$ cat config.mk
export PLATFORM = sky130hd
export DESIGN_NAME = if_fetch
export DESIGN_NICKNAME = d
export VERILOG_FILES = /design/src/rtl/if_fetch_pkg.sv /design/src/rtl/if_fetch.sv
export SDC_FILE = /design/constraint.sdc
export NUM_CORES = 1
export LEC_CHECK = 0
export ABC_AREA = 1
export BUFFER_PORTS_ARGS = -buffer_cell sky130_fd_sc_hd__buf_2
export CORE_MARGIN = 3
export CORE_UTILIZATION = 60
export CTS_BUF_LIST = sky130_fd_sc_hd__clkbuf_8
export CTS_CLUSTER_DIAMETER = 150
export DETAILED_ROUTE_END_ITERATION = 12
export PLACE_DENSITY = 0.88
export SYNTH_ARGS = -nofsm -noshare
export SYNTH_HDL_FRONTEND = slang
export SYNTH_SLANG_ARGS = --single-unit
$ cat constraint.sdc
create_clock -name clk -period 2.95 [get_ports clk]
set_clock_uncertainty 0.1 [all_clocks]
set_input_delay 0.1475 -clock clk [delete_from_list [all_inputs] [get_ports clk]]
set_output_delay 0.1475 -clock clk [all_outputs]
set_load 0.05 [all_outputs]
$ cat src/rtl/if_fetch_pkg.sv
// Shared pipeline defines: fetch FSM encoding and the architectural reset PC.
// Imported by the fetch stage and by the decode register.
package if_fetch_pkg;

    typedef logic [1:0] fetch_state_t;

    localparam fetch_state_t ST_REQ  = 2'd0;
    localparam fetch_state_t ST_WAIT = 2'd1;
    localparam fetch_state_t ST_HOLD = 2'd2;

    localparam logic [63:0] RESET_PC_DEFAULT = 64'h8000_0000;

    // Fetch addresses are word aligned; the low two bits of any target are dropped.
    function automatic logic [63:0] word_align(input logic [63:0] addr);
        return addr & ~64'd3;
    endfunction

endpackage

$ cat src/rtl/if_fetch.sv
// Instruction fetch stage: issues one word request at a time, presents the
// returned instruction to decode, and squashes in-flight fetches on redirect.
module if_fetch
    import if_fetch_pkg::*;
#(
    parameter logic [63:0] RESET_PC = RESET_PC_DEFAULT
) (
    input  logic               clk,
    input  logic               rst,
    output logic               imem_req_valid,
    input  logic               imem_req_ready,
    output logic [63:0]        imem_req_addr,
    input  logic               imem_resp_valid,
    input  logic [31:0]        imem_resp_data,
    input  logic               redirect_valid,
    input  logic [63:0]        redirect_pc,
    input  logic               id_ready,
    output logic               if_valid,
    output logic [63:0]        if_pc,
    output logic [31:0]        if_inst,
    output fetch_state_t       dbg_state
);

    // Request channel: a request transfers on a rising edge where
    // imem_req_valid && imem_req_ready; while valid is high and ready is low the
    // address is held unchanged. Responses are accepted only in ST_WAIT.
    fetch_state_t state_q, state_d;
    logic [63:0]  pc_q, pc_d;
    logic [63:0]  req_addr_q, req_addr_d;
    logic         drop_q, drop_d;
    logic         if_valid_q, if_valid_d;
    logic [63:0]  if_pc_q, if_pc_d;
    logic [31:0]  if_inst_q, if_inst_d;
    logic [63:0]  redir_pc;
    logic         req_fire;

    assign redir_pc = word_align(redirect_pc);
    assign req_fire = (state_q == ST_REQ) && imem_req_ready;

    always_ff @(posedge clk) begin
        if (rst) begin
            state_q    <= ST_REQ;
            pc_q       <= RESET_PC;
            req_addr_q <= RESET_PC;
            drop_q     <= 1'b0;
            if_valid_q <= 1'b0;
            if_pc_q    <= RESET_PC;
            if_inst_q  <= 32'h0;
        end else begin
            state_q    <= state_d;
            pc_q       <= pc_d;
            req_addr_q <= req_addr_d;
            drop_q     <= drop_d;
            if_valid_q <= if_valid_d;
            if_pc_q    <= if_pc_d;
            if_inst_q  <= if_inst_d;
        end
    end

    always_comb begin
        state_d    = state_q;
        pc_d       = pc_q;
        drop_d     = drop_q;
        if_valid_d = if_valid_q;
        if_pc_d    = if_pc_q;
        if_inst_d  = if_inst_q;
        case (state_q)
            ST_REQ: begin
                // A redirect here leaves the old address on the bus; its response gets dropped.
                if (redirect_valid) begin
                    pc_d   = redir_pc;
                    drop_d = 1'b1;
                end
                if (req_fire) begin
                    state_d = ST_WAIT;
                end
            end
            ST_WAIT: begin
                if (redirect_valid) begin
                    pc_d = redir_pc;
                    if (imem_resp_valid) begin
                        drop_d  = 1'b0;
                        state_d = ST_REQ;
                    end else begin
                        drop_d = 1'b1;
                    end
                end else if (imem_resp_valid) begin
                    if (drop_q) begin
                        drop_d  = 1'b0;
                        state_d = ST_REQ;
                    end else begin
                        if_valid_d = 1'b1;
                        if_pc_d    = pc_q;
                        if_inst_d  = imem_resp_data;
                        state_d    = ST_HOLD;
                    end
                end
            end
            ST_HOLD: begin
                if (redirect_valid) begin
                    if_valid_d = 1'b0;
                    pc_d       = redir_pc;
                    state_d    = ST_REQ;
                end else if (id_ready) begin
                    if_valid_d = 1'b0;
                    pc_d       = pc_q + 64'd4;
                    state_d    = ST_REQ;
                end
            end
            default: begin
                state_d = ST_REQ;
            end
        endcase
        // The bus address only moves when a fresh request phase begins.
        req_addr_d = ((state_q != ST_REQ) && (state_d == ST_REQ)) ? pc_d : req_addr_q;
    end

    always_comb begin
        imem_req_valid = (state_q == ST_REQ);
        imem_req_addr  = req_addr_q;
        if_valid       = if_valid_q;
        if_pc          = if_pc_q;
        if_inst        = if_inst_q;
        dbg_state      = state_q;
    end

endmodule

==> results.txt <==
Status -> finished with violations
Failing checks -> negative setup slack
Clock root cell -> clkbuf_8
Setup violations, final -> 7
CP Launch Type -> flop
Min-delay src -> redirect_pc[41]
Avg Inst Size Synth -> 6.506 um^2
Hold slack -> 0.01833 ns
Die W -> 143.9 um
Async SR Flop Fraction -> 0%
Power density cells -> 553.7 nW/um^2
WP data required -> 3.31 ns
Total Nets Final -> 2195
Placer Congestion -> 0.9696
Row Count -> 49
Core area -> 18330 um^2
# IOs -> 266
WS Path Type -> flop to flop
Sink Count -> 228
Layout cells sized above 1 -> 17.74%
HPWL Detailed -> 27440 um
Cell area after synthesis -> 11420 um^2
Final WL -> 47320 um
GRT overflow -> 0
Fin crit share -> 102.7%
Slew Viols, Final -> 0
First-pass GRT wire length -> 71660 um
Max-cap viol count -> 0
CP Launch Point -> dbg_state[0]$_SDFF_PP0_
R2R depth -> 8
Min Tclk post-route -> 3.031 ns
Vias in the first global route -> 13590
CTS Buf Count -> 38
Largest net degree at the start of global routing -> 130
Fin. Hold Viols -> 0
TritonRoute pass-1 iters -> 6
ANT nets after route -> 0
CTS tree -> yes
Fillers -> 1186
Hold Path Class -> input pin to flop
Slew Limit Headroom -> 49.95%
Clk_lat worst skew -> 0.54 ns
VDD IR-drop max -> 0.6074 mV
Die Ht -> 143.9 um
Number of port buffers -> 263
Hold Path Depth -> 5
EDFF count, synth -> 0
Fmax -> 330.0 MHz
CTS clock-pin slew for the worst setup and hold paths -> 0.07 ns
RSZ-0062 raised after global routing -> yes
Worst-Margin Slew -> 0.7507 ns
H-tree depth -> 2
Place WS -> 0.4971 ns
DR iter-0 viols -> 2309
Arr. time, crit path -> 3.39 ns
Pleak -> 0.007279 uW
Area of the multi-input gates -> 5710 um^2
Mapped Cells -> 1755
GRT Overall Usage -> 43.55%
Worst r2r src -> dbg_state[0]$_SDFF_PP0_
Final worst setup slack -> -0.08074 ns
Worst setup EP type -> flop
Longest Clk Path Bufs -> 3
Synth Register Bits -> 228
Crit Path Max Fanout -> 65
Postcts setup bufs -> 0
Initial Util -> 62.28%
P&R area growth vs syn -> 29.29%
Vias per cell -> 6.140
Main synth FF type -> dfxtp_1
Yosys cell types -> 39
Die area -> 20720 um^2
Wire per inst -> 20.14 um
Register area -> 4564 um^2
DR DRC count -> 0
Antenna violations before repair -> 0
Sequential fraction of the synthesis area -> 39.98%
Yosys Warn Count -> 0
Vias -> 14430
Syn_nets -> 1858
-- synth_stat cells, types with 11 or more instances --
| cell | n | area [um^2] |
|---|---|---|
| a21oi_1 | 86 | 430.4 |
| buf_2 | 13 | 65.06 |
| clkbuf_1 | 65 | 244.0 |
| dfxtp_1 | 228 | 4564 |
| inv_1 | 187 | 701.9 |
| inv_2 | 11 | 41.29 |
| nand2_1 | 302 | 1134 |
| nand3_1 | 142 | 710.7 |
| nand4_1 | 39 | 244.0 |
| nor2_1 | 379 | 1423 |
| nor3_1 | 20 | 100.1 |
| o211ai_1 | 16 | 120.1 |
| o21a_1 | 46 | 345.3 |
| o21ai_0 | 124 | 620.6 |
| o21ai_1 | 18 | 90.09 |
| o32ai_1 | 16 | 140.1 |
-- where the power goes --
part	leakage (uW)	internal [uW]	switching, uW
combinational	0.00495	467	1100
sequential	0.00187	3270	173
clock	0.000462	1790	1380
-- per-stage QoR --
stage	utilization, %	TNS (ns)	instances	power (uW)	cell area (um^2)
after floorplan	-	0	1755	4464	11420
after global placement	70.29	0	2180	4838	12880
after detailed placement	70.29	0	2180	4865	12880
after CTS	80.41	0	2348	8013	14740
after global routing	80.51	-0.01276	2349	8376	14760
final	80.53	-0.1869	2350	8173	14760
-- what timing repair did --
action | CTS | global route
hold buffers | 100 | 0
resized for setup | 0 | 3
setup endpoints to repair | 0 | 7
hold endpoints to repair | 95 | 0
-- area by class of cell --
type,instances,share of cell area (%)
diodes,1,0.01695
clock buffers,50,4.662
clock inverters,18,1.127
inverters,199,5.094
multi-input cells,1235,38.68
flip-flops and latches,228,30.92
well taps,229,1.941
repair buffers,390,17.55
-- placed cells by master, fill, tap and decap left out, types with 2 or more instances in the layout --
cell | synthesis | layout
o21bai_1 | 6 | 6
inv_4 | 0 | 2
nor4_1 | 2 | 2
o21ai_0 | 124 | 124
clkinv_2 | 0 | 6
or2_2 | 7 | 7
buf_12 | 0 | 4
nor2_1 | 379 | 379
dlygate4sd3_1 | 0 | 100
o32ai_1 | 16 | 16
nor2_2 | 2 | 2
nand3_1 | 142 | 142
inv_2 | 11 | 10
o21a_1 | 46 | 46
bufinv_16 | 0 | 3
o22ai_1 | 2 | 2
inv_1 | 187 | 193
and2_1 | 2 | 2
o31ai_1 | 10 | 10
nor2_4 | 2 | 2
a21oi_1 | 86 | 86
a31oi_1 | 3 | 3
clkinvlp_4 | 0 | 2
clkbuf_8 | 0 | 50
and3_1 | 2 | 2
o21ai_1 | 18 | 18
nand2_1 | 302 | 302
buf_2 | 13 | 263
o211ai_1 | 16 | 16
nor3_1 | 20 | 20
dfxtp_1 | 228 | 228
buf_4 | 2 | 21
nand4_1 | 39 | 39
-- final timing paths --
| check | to | slack [ns] |
|---|---|---|
| hold reg to reg | imem_req_addr[0]$_SDFFE_PP0P_ | 0.37 |
| hold / removal | pc_q[41]$_SDFF_PP0_ | 0.02 |
| setup / recovery | if_inst[15]$_SDFFE_PP0P_ | -0.08 |
| setup reg to reg | if_inst[15]$_SDFFE_PP0P_ | -0.08 |
-- critical path: stages, from the launching register on --
cell	delay (ns)
dfxtp_1	0.57
inv_2	0.07
nor2_1	0.19
nand2_1	0.23
nor3_4	0.44
clkbuf_16	0.39
o21ai_0	0.16
nor2_1	0.17
dlygate4sd3_1	0.61
-- per-layer routing --
layer / routed length (um) / track usage, % / up-vias
li1: - / - / 6390
met1: 17160 / 54.90 / 6460
met2: 21110 / 71.14 / 1326
met3: 6351 / 9.950 / 253
met4: 2701 / 19.67 / 0
met5: 0 / 0 / -
-- cells by family (layout without fill, tap and decap cells) --
logic type | count (synthesis) | count (layout) | synth area share [%]
AO/OA/AOI/OAI | 333 | 333 | 17.05
adder cells (fa/ha/maj) | 1 | 1 | 0.1096
buffers and inverters | 292 | 657 | 10.01
flip-flops | 228 | 228 | 39.98
other | 0 | 1 | 0
AND/OR/NAND/NOR | 901 | 901 | 32.85
-- state kept, by name, summed over array words and instances, names as in the netlist --
name           flops
pc_q              64
dbg_state          2
drop_q             1
if_inst           32
if_valid           1
if_pc             64
imem_req_addr     64
(Power assumes the default switching activity.)
